## config.mk

```make
export PLATFORM = sky130hd
export DESIGN_NAME = led_scan_mux
export DESIGN_NICKNAME = d
export VERILOG_FILES = /design/src/rtl/led_scan_mux.sv
export SDC_FILE = /design/constraint.sdc
export NUM_CORES = 1
export LEC_CHECK = 0
export CELL_PAD_IN_SITES_DETAIL_PLACEMENT = 1
export CELL_PAD_IN_SITES_GLOBAL_PLACEMENT = 2
export CORE_UTILIZATION = 33
export CTS_CLUSTER_SIZE = 16
export DETAILED_ROUTE_END_ITERATION = 10
export GPL_TIMING_DRIVEN = 0
export HOLD_SLACK_MARGIN = 0.02
export PLACE_DENSITY_LB_ADDON = 0.1
export SYNTH_ARGS = -nofsm -noshare
export SYNTH_HDL_FRONTEND = slang
export SYNTH_SLANG_ARGS = --single-unit
```

## constraint.sdc

```tcl
create_clock -name clk -period 3.2 [get_ports clk]
set_input_delay 0.64 -clock clk [delete_from_list [all_inputs] [get_ports clk]]
set_output_delay 0.64 -clock clk [all_outputs]
set_load 0.02 [all_outputs]
```

## src/rtl/led_scan_mux.sv

```systemverilog
// ---------------------------------------------------------------------------
// led_scan_mux
//
// Time-multiplexed driver for a bank of LED digits sharing one segment bus.
// Each digit gets a slot of PRESCALE clocks. The first BLANK_CYCLES of a slot
// are blanked so the previous digit cannot ghost onto the next one. The rest
// of the slot drives the current digit, gated by its enable bit and by a PWM
// brightness comparator. Disabled digits are skipped by the scan.
//
// Ports:
//   clk         system clock
//   rst_n       asynchronous active-low reset
//   seg_in      digit d segment word at [d*SEG_W +: SEG_W], 1 = segment lit
//   digit_en    per-digit enable mask
//   bright      brightness, 0 = off, all-ones = full on
//   led_sel     one-hot digit select, active level set by SEL_ACTIVE_LOW
//   led_out     segment drive, inverted when SEG_ACTIVE_LOW = 1
//   frame_tick  one-cycle pulse when the scan wraps to a lower-or-equal digit
//
// All three outputs are registered and reflect the slot position one clock
// earlier. Reset forces them to their inactive levels without a clock edge.
// ---------------------------------------------------------------------------
module led_scan_mux #(
   parameter int NUM_DIGITS     = 4,
   parameter int SEG_W          = 8,
   parameter int PRESCALE       = 1000,
   parameter int BLANK_CYCLES   = 16,
   parameter int BRIGHT_W       = 4,
   parameter bit SEL_ACTIVE_LOW = 1'b1,
   parameter bit SEG_ACTIVE_LOW = 1'b0
) (
   input  logic                        clk,
   input  logic                        rst_n,
   input  logic [NUM_DIGITS*SEG_W-1:0] seg_in,
   input  logic [NUM_DIGITS-1:0]       digit_en,
   input  logic [BRIGHT_W-1:0]         bright,
   output logic [NUM_DIGITS-1:0]       led_sel,
   output logic [SEG_W-1:0]            led_out,
   output logic                        frame_tick
);

   localparam int IDX_W  = (NUM_DIGITS > 1) ? $clog2(NUM_DIGITS) : 1;
   localparam int CAND_W = IDX_W + 1;
   localparam int SLOT_W = (PRESCALE > 1) ? $clog2(PRESCALE) : 1;

   // Inactive output levels and frequently used constants
   localparam logic [NUM_DIGITS-1:0] SEL_IDLE    = {NUM_DIGITS{SEL_ACTIVE_LOW}};
   localparam logic [SEG_W-1:0]      SEG_IDLE    = {SEG_W{SEG_ACTIVE_LOW}};
   localparam logic [NUM_DIGITS-1:0] SEL_ONE     = NUM_DIGITS'(1'b1);
   localparam logic [SLOT_W-1:0]     SLOT_LAST   = SLOT_W'(PRESCALE - 1);
   localparam logic [SLOT_W-1:0]     BLANK_LAST  = SLOT_W'(BLANK_CYCLES - 1);
   localparam logic [SLOT_W-1:0]     SLOT_ZERO   = {SLOT_W{1'b0}};
   localparam logic [SLOT_W-1:0]     SLOT_ONE    = SLOT_W'(1'b1);
   localparam logic [BRIGHT_W-1:0]   BRIGHT_FULL = {BRIGHT_W{1'b1}};
   localparam logic [BRIGHT_W-1:0]   BRIGHT_ONE  = BRIGHT_W'(1'b1);
   localparam logic [CAND_W-1:0]     CAND_DIGITS = CAND_W'(NUM_DIGITS);

   // Elaboration-time guard on illegal parameter combinations
   generate
      if (NUM_DIGITS < 1 || NUM_DIGITS > 16) begin : g_bad_digits
         $error("led_scan_mux: NUM_DIGITS must be within 1..16");
      end
      if (BLANK_CYCLES < 1 || PRESCALE <= BLANK_CYCLES) begin : g_bad_timing
         $error("led_scan_mux: need 1 <= BLANK_CYCLES < PRESCALE");
      end
   endgenerate

   typedef enum logic [0:0] {
      ST_BLANK = 1'b0,
      ST_DRIVE = 1'b1
   } state_t;

   // Registered state
   state_t                  state_r;
   logic [IDX_W-1:0]        idx_r;
   logic [SLOT_W-1:0]       slot_cnt_r;
   logic [BRIGHT_W-1:0]     pwm_cnt_r;
   logic [SEG_W-1:0]        seg_q_r;
   logic [NUM_DIGITS-1:0]   en_q_r;
   logic [BRIGHT_W-1:0]     bright_q_r;
   logic [NUM_DIGITS-1:0]   led_sel_r;
   logic [SEG_W-1:0]        led_out_r;
   logic                    frame_tick_r;

   // Combinational decisions
   state_t                  state_nxt_s;
   logic                    slot_start_s;
   logic                    slot_end_s;
   logic [CAND_W-1:0]       cand_s;
   logic [IDX_W-1:0]        next_idx_s;
   logic                    found_s;
   logic                    pwm_on_s;
   logic                    tick_s;
   logic [SEG_W-1:0]        seg_word_s;
   logic [NUM_DIGITS-1:0]   sel_s;
   logic [SEG_W-1:0]        out_s;

   assign slot_start_s = (slot_cnt_r == SLOT_ZERO);
   assign slot_end_s   = (slot_cnt_r == SLOT_LAST);
   assign seg_word_s   = seg_in[idx_r*SEG_W +: SEG_W];

   // Full brightness bypasses the comparator so all-ones means 100 % on
   assign pwm_on_s = (bright_q_r == BRIGHT_FULL) || (pwm_cnt_r < bright_q_r);

   // Search upward from idx (with wrap) for the next enabled digit using the
   // live enable mask; the last candidate tried is idx itself, so a lone
   // enabled digit keeps the scan parked on it. No enabled digit: hold idx.
   always_comb begin
      next_idx_s = idx_r;
      found_s    = 1'b0;
      cand_s     = {CAND_W{1'b0}};
      for (int k = 1; k <= NUM_DIGITS; k++) begin
         cand_s = {1'b0, idx_r} + CAND_W'(k);
         if (cand_s >= CAND_DIGITS) begin
            cand_s = cand_s - CAND_DIGITS;
         end else begin
            cand_s = cand_s;
         end
         if (!found_s && digit_en[cand_s[IDX_W-1:0]]) begin
            next_idx_s = cand_s[IDX_W-1:0];
            found_s    = 1'b1;
         end else begin
            next_idx_s = next_idx_s;
            found_s    = found_s;
         end
      end
   end

   // A frame ends when the scan wraps back to a lower-or-equal digit
   assign tick_s = slot_end_s && found_s && (next_idx_s <= idx_r);

   // Phase FSM next-state and the output decision for the following cycle
   always_comb begin
      state_nxt_s = state_r;
      sel_s       = SEL_IDLE;
      out_s       = SEG_IDLE;
      case (state_r)
         ST_BLANK: begin
            if (slot_cnt_r == BLANK_LAST) begin
               state_nxt_s = ST_DRIVE;
            end else begin
               state_nxt_s = ST_BLANK;
            end
         end
         ST_DRIVE: begin
            if (en_q_r[idx_r] && pwm_on_s) begin
               sel_s = SEL_IDLE ^ (SEL_ONE << idx_r);
               out_s = seg_q_r ^ SEG_IDLE;
            end else begin
               sel_s = SEL_IDLE;
               out_s = SEG_IDLE;
            end
            if (slot_end_s) begin
               state_nxt_s = ST_BLANK;
            end else begin
               state_nxt_s = ST_DRIVE;
            end
         end
         default: begin
            state_nxt_s = ST_BLANK;
            sel_s       = SEL_IDLE;
            out_s       = SEG_IDLE;
         end
      endcase
   end

   // Phase state register
   always_ff @(posedge clk or negedge rst_n) begin
      if (!rst_n) begin
         state_r <= ST_BLANK;
      end else begin
         state_r <= state_nxt_s;
      end
   end

   // Slot counter, digit index and free-running PWM counter
   always_ff @(posedge clk or negedge rst_n) begin
      if (!rst_n) begin
         slot_cnt_r <= SLOT_ZERO;
         idx_r      <= {IDX_W{1'b0}};
         pwm_cnt_r  <= {BRIGHT_W{1'b0}};
      end else begin
         pwm_cnt_r <= pwm_cnt_r + BRIGHT_ONE;
         if (slot_end_s) begin
            slot_cnt_r <= SLOT_ZERO;
            idx_r      <= next_idx_s;
         end else begin
            slot_cnt_r <= slot_cnt_r + SLOT_ONE;
         end
      end
   end

   // Per-slot snapshot of inputs so mid-slot changes cannot disturb the drive
   always_ff @(posedge clk or negedge rst_n) begin
      if (!rst_n) begin
         seg_q_r    <= {SEG_W{1'b0}};
         en_q_r     <= {NUM_DIGITS{1'b0}};
         bright_q_r <= {BRIGHT_W{1'b0}};
      end else if (slot_start_s) begin
         seg_q_r    <= seg_word_s;
         en_q_r     <= digit_en;
         bright_q_r <= bright;
      end
   end

   // Output registers, reset straight to the inactive levels
   always_ff @(posedge clk or negedge rst_n) begin
      if (!rst_n) begin
         led_sel_r    <= SEL_IDLE;
         led_out_r    <= SEG_IDLE;
         frame_tick_r <= 1'b0;
      end else begin
         led_sel_r    <= sel_s;
         led_out_r    <= out_s;
         frame_tick_r <= tick_s;
      end
   end

   assign led_sel    = led_sel_r;
   assign led_out    = led_out_r;
   assign frame_tick = frame_tick_r;

endmodule

```

# ---- Word-level counts from Yosys, hierarchy flattened
# Cells that the tools add are included.
dict set report totals {
  regBits 46
  latch_bits 0
  mem_bits_rw 0
  mem_bits_ro 0
  inputBits 42
  output_inout_bits 13
  elab_cells 79
  mem_count 0
}
dict set report op_classes {
  n_addsub 10
  mul 0
  div 0
  magnitude_cmp 11
  n_eq_ne 3
  shift 2
  muxes 30
  bitwise_logic 2
  n_reduce_logical 11
}
# operator count
set op_table {}
lappend op_table {{32-bit by 6-bit variable part select with 8-bit output} 1}
lappend op_table {{2-bit 2-to-1 mux} 8}
lappend op_table {{8-bit 2-to-1 mux} 2}
lappend op_table {{2-bit by 3-bit < comparator with 1-bit output, second input constant} 5}
lappend op_table {{3-bit >= comparator, second input constant} 4}
lappend op_table {{1-bit 2-to-1 mux} 11}
lappend op_table {{10-bit by 1-bit adder with 10-bit output, second input constant} 1}
lappend op_table {{1-bit binary-select mux with 2-bit select} 5}
lappend op_table {{10-bit equality test, second input constant} 1}
lappend op_table {{10-bit by 4-bit equality test with 1-bit output, second input constant} 1}
lappend op_table {{10-bit zero test} 1}
lappend op_table {{10-bit 2-to-1 mux} 1}
lappend op_table {{4-bit 2-to-1 mux} 2}
lappend op_table {{2-bit by 1-bit subtractor with 2-bit output, second input constant} 4}
lappend op_table {{2-bit by 2-bit adder with 3-bit output, second input constant} 2}
lappend op_table {{1-bit logical AND} 6}
lappend op_table {{4-bit by 1-bit adder with 4-bit output, second input constant} 1}
lappend op_table {{4-bit equality test, second input constant} 1}
lappend op_table {{4-bit < comparator} 1}
lappend op_table {{4-bit inverter} 1}
lappend op_table {{1-bit by 2-bit left shift with 4-bit output, first input constant} 1}
lappend op_table {{2-bit by 1-bit adder with 3-bit output, second input constant} 1}
lappend op_table {{2-bit by 3-bit adder with 3-bit output, second input constant} 1}
lappend op_table {{1-bit zero test} 3}
lappend op_table {{4 further kinds} 4}

# ---- Depth between registers and ports, before layout
dict set report logic_depth {
  ltp_word 17
  mapped_depth 12
  ltp_nobuf 11
}

# ---- Worst setup path before layout
# OpenSTA, ideal clock, no wires.
dict set report synth_timing {
  path_type {flip-flop to flip-flop}
  from {reg idx_r[1]}
  to {reg frame_tick_r (netlist: frame_tick)}
  setup_ns 0.101
  arrival_ns 2.570
  t_required_ns 3.099
  path_slack_ns 0.529
  stages_incl_launch_ff 12
  n_path_buf 1
  synth_period_minus_slack_ns 2.671
  cell_sequence {dfrtp_1 > buf_2 > inv_1 > ha_1 > mux4_2 > or3_1 > nor2_1 > nor2_1 > ha_1 > a21oi_1 > a21oi_1 > nor4_1}
}
dict set report synth_via {
  elab_chain_cells 17
  elab_cells_between_ends 41
  cone_classes {8 x add/sub; 5 x order compare; 20 x mux; 8 x reduce/logical}
}
# item line
set synth_rtl {}
lappend synth_rtl {{from (decl)} 75} ;# logic [IDX_W-1:0] idx_r;
lappend synth_rtl {{from (signal assigned)} 180} ;# idx_r <= {IDX_W{1'b0}};
lappend synth_rtl {{from (signal assigned)} 186} ;# idx_r <= next_idx_s;
lappend synth_rtl {{2-bit by 1-bit adder with 3-bit output} 113} ;# cand_s = {1'b0, idx_r} + CAND_W'(k);
lappend synth_rtl {{3-bit >= comparator or 2-bit by 1-bit subtractor with 2-bit output (tied branches)} {114, 115}}
lappend synth_rtl {{2-bit 2-to-1 mux} 114} ;# if (cand_s >= CAND_DIGITS) begin
lappend synth_rtl {{1-bit binary-select mux with 2-bit select} 119} ;# if (!found_s && digit_en[cand_s[IDX_W-1:0]]) begin
lappend synth_rtl {{1-bit 2-to-1 mux (not written as such)} 119}
lappend synth_rtl {{1-bit 2-to-1 mux} 119}
lappend synth_rtl {{1-bit zero test} 119}
lappend synth_rtl {{1-bit logical AND} 119}
lappend synth_rtl {{[... 3 more ...]} -}
lappend synth_rtl {{1-bit 2-to-1 mux} 119}
lappend synth_rtl {{1-bit zero test} 119}
lappend synth_rtl {{1-bit logical AND} 119}
lappend synth_rtl {{2-bit 2-to-1 mux (*)} 119}
lappend synth_rtl {{named net next_idx_s[1]} 90} ;# logic [IDX_W-1:0] next_idx_s;
lappend synth_rtl {{2-bit <= comparator (*)} 130} ;# assign tick_s = slot_end_s && found_s && (next_idx_s <= idx_r);
lappend synth_rtl {{1-bit logical AND (*)} 130}
lappend synth_rtl {{named net tick_s} 93} ;# logic tick_s;
lappend synth_rtl {{to (signal assigned)} 215} ;# frame_tick_r <= tick_s;
lappend synth_rtl {{to (decl)} 83} ;# logic frame_tick_r;
# The timed path passes the listed nets; every way through them passes the cells marked *. The select of a mux whose other input is x is not followed.
# A chain may end at the register's enable or synchronous reset.

# ---- Worst setup path after layout
# Same ends and word-level chain as after synthesis.

==> reports/metrics.csv <==
metric,value,unit
hold_path.class,input port to async pin,
cts_buffers,5,
drive_above_1_share,0.1843,
route.vias.total,1700,
report.final.slew_viol_count,0,
insertedDiodeCount,0,
fin_ws,0.2396,ns
dieArea,7784,um^2
clock_skew,0.01029,ns
synth_nets,246,
clock_latency,0.30,ns
first_pass_iters,4,
design.core.area,7214,um^2
seq_area_frac_synth,0.4712,
pwr-share-seq,0.510,
via_per_inst,4.802,
dieHeight,88.23,um
worst_r2r_path_depth,11,
ir_drop,0.1703,mV
dp_hpwl,4.088,mm
grt-ovfl-total,0,
die_w,88.23,um
start_util,0.3401,
period_minus_slack,2.960,ns
row_count,31,
critPathLaunchType,register,
yosysWarnings,0,
nFillCells,788,
numPortBuffers,54,
antenna_found_initial,0,
required,3.39,ns
rsz0062_at_grt,false,
r2r-end,frame_tick,
nets,308,
grt_pass1_wl,9.183,mm
cts_tree,yes,
period_share,0.9251,
crit_arrival,3.15,ns
tightest_slew,0.5797,ns
synthCells,192,
areaGrowthSynthToFinish,32.64,%
ctsHoldBuffers,0,
cts_buffer_depth,2,
p_int,920.4,uW
maxCapViolations,0,
grt_max_degree,25,
p_per_area,365.0,nW/um^2
cts_sinks,46,
cp-end-kind,register,
setup_tns,0,ns
crit_fanout,10,
syn_avg_cell_area,12.78,um^2
combPwrFrac,0.123,
grt_usage,0.1582,
rr_startpoint,idx_r[1],
io_pins,55,
post_cts_buffers,0,
status,completed,
drc,0,
setup_viol,0,
ys_types,38,
wl_per_cell,15.21,um
hold_violations,0,
startpoint,idx_r[1],
postRouteAntennaNets,0,
first_iter_violations,24,
clkPwrFrac,0.367,
root_buffer,clkbuf_8,
switching_share,0.2251,
total_leakage_power,0.001448,uW
clk_pin_slew_worst_paths,0.09,ns
clock.fmax,337.8,MHz
p_sw,267.3,uW
dpl_worst_slack,0.01372,ns
place.gp.congestion,0.7073,
htree_levels,2,
critical_path_class,register to register,
totalWireLength,5.385,mm
synth_area,2454,um^2
grt_pass1_vias,1815,
slew_headroom,0.6135,
synth_top_cell_area_share,0.4284,
synth_top_cell_by_area,dfrtp_1,
r2r_slack,0.24,ns
netlist_top_cells_area,"dfrtp_1 43%, mux4_2 10%, mux2_2 6.4%, ha_1 6.1%, dfstp_2 4.3%",
yosys_register_bits,46,
layout make-up:
class,count,area [um^2],area share
multi-input combinational,125,1209,0.3714
sequential,46,1157,0.3556
timing repair buffer,55,563.0,0.1730
tap,99,123.9,0.03806
clock buffer,6,72.57,0.02230
inverter,13,48.80,0.01499
buffer,8,42.54,0.01307
clock inverter,2,37.54,0.01153
power groups by stage:
stage               clock network [uW]  logic (uW)  registers [uW]
floorplan                            0        48.8             623
global placement                     0         143             617
detailed placement                   0         149             617
CTS                                452         150             606
global route                       471         160             608
finish                             436         146             606
synth_stat cells:
master	instances
and3b_1	1
o211ai_1	4
a221oi_2	1
nor2b_1	1
buf_6	1
o21ai_1	1
ha_1	12
a22oi_1	1
nand2_1	5
o21ai_0	4
and3_1	4
nor4_2	1
nand4_2	1
o21ai_2	1
a21o_1	2
clkbuf_1	5
nand2b_1	1
or3_1	2
o211a_1	8
mux4_1	3
nor2b_4	1
o22ai_1	1
mux2_2	14
nor3_1	1
xnor2_1	5
nor3b_1	1
mux2i_1	3
buf_2	2
dfrtp_1	42
nand3_1	6
inv_1	13
a21oi_1	4
nand4_1	1
nor4_1	1
nor2_1	16
xor2_1	7
dfstp_2	4
mux4_2	11
timing repair:
action / CTS / global route
endpoints found under the hold margin: 0 / 0
resized for setup: 1 / 1
setup endpoints to repair: 1 / 1
layout by cell type (no fill, tap or decap), drive strengths merged, types with 4 or more instances in the layout:
cell type,Yosys,routed
xnor2,5,5
nand2,5,5
ha,12,12
clkdlybuf4s50,0,53
mux4,14,14
o21ai,6,6
dfrtp,42,42
a21oi,4,4
nand3,6,6
mux2,14,14
xor2,7,7
and3,4,4
o211a,8,8
buf,3,5
dfstp,4,4
nor2,16,16
inv,13,13
o211ai,4,4
clkbuf,5,11
worst max-delay path, cell delays in order, from the launching register on:
cell	delay, ns
dfrtp_2	0.45
buf_4	0.22
inv_1	0.16
ha_1	0.41
mux4_2	0.37
or3_1	0.43
nor2_1	0.12
nor2_1	0.06
ha_1	0.29
a21oi_1	0.13
a21oi_1	0.05
nor4_1	0.17
sequential cells by signal (all words and copies together) (netlist names), 2 cells and up:
signal	count
slot_cnt_r	10
pwm_cnt_r	4
bright_q_r	4
seg_q_r	8
led_sel	4
idx_r	2
led_out	8
en_q_r	4
cell families after synthesis:
logic type	synth area share
adder cells (fa/ha/maj)	0.06119
buffers and inverters	0.03621
multiplexers	0.2096
flip-flops	0.4712
XOR/XNOR	0.04283
AND/OR/NAND/NOR	0.09434
AO/OA/AOI/OAI	0.08465
routing by layer:
layer  routed length [um]  share of wire  GRT usage  vias up
li1                     -              -          -      817
met1                 2657           0.49     0.2281      829
met2                 2367           0.44     0.2357       47
met3                  298          0.055    0.04104        7
met4                   62          0.012    0.04399        0
met5                    0              0          0        -
stage by stage:
stage,cells,total power [uW],cell area [um^2],hold slack (ns),util
CTS,354,1207,3253,0.3501,0.4509
floorplan,192,672.0,2454,0.3444,-
finish,354,1188,3254,0.3295,0.4511
detailed placement,346,766.0,3141,0.4709,0.4353
global placement,345,760.7,3118,0.4598,0.4322
global route,354,1239,3254,0.3577,0.4511
worst max path at each step:
stage	slack, ns	end	cells past startpoint
after global placement	0.01	frame_tick	10
after floorplan	0.53	frame_tick	11
after CTS	0.09	frame_tick	11
after detailed placement	0.01	frame_tick	10
after global routing	0.08	frame_tick	11
final	0.24	frame_tick	11
Power figures use the tool's default switching activity.
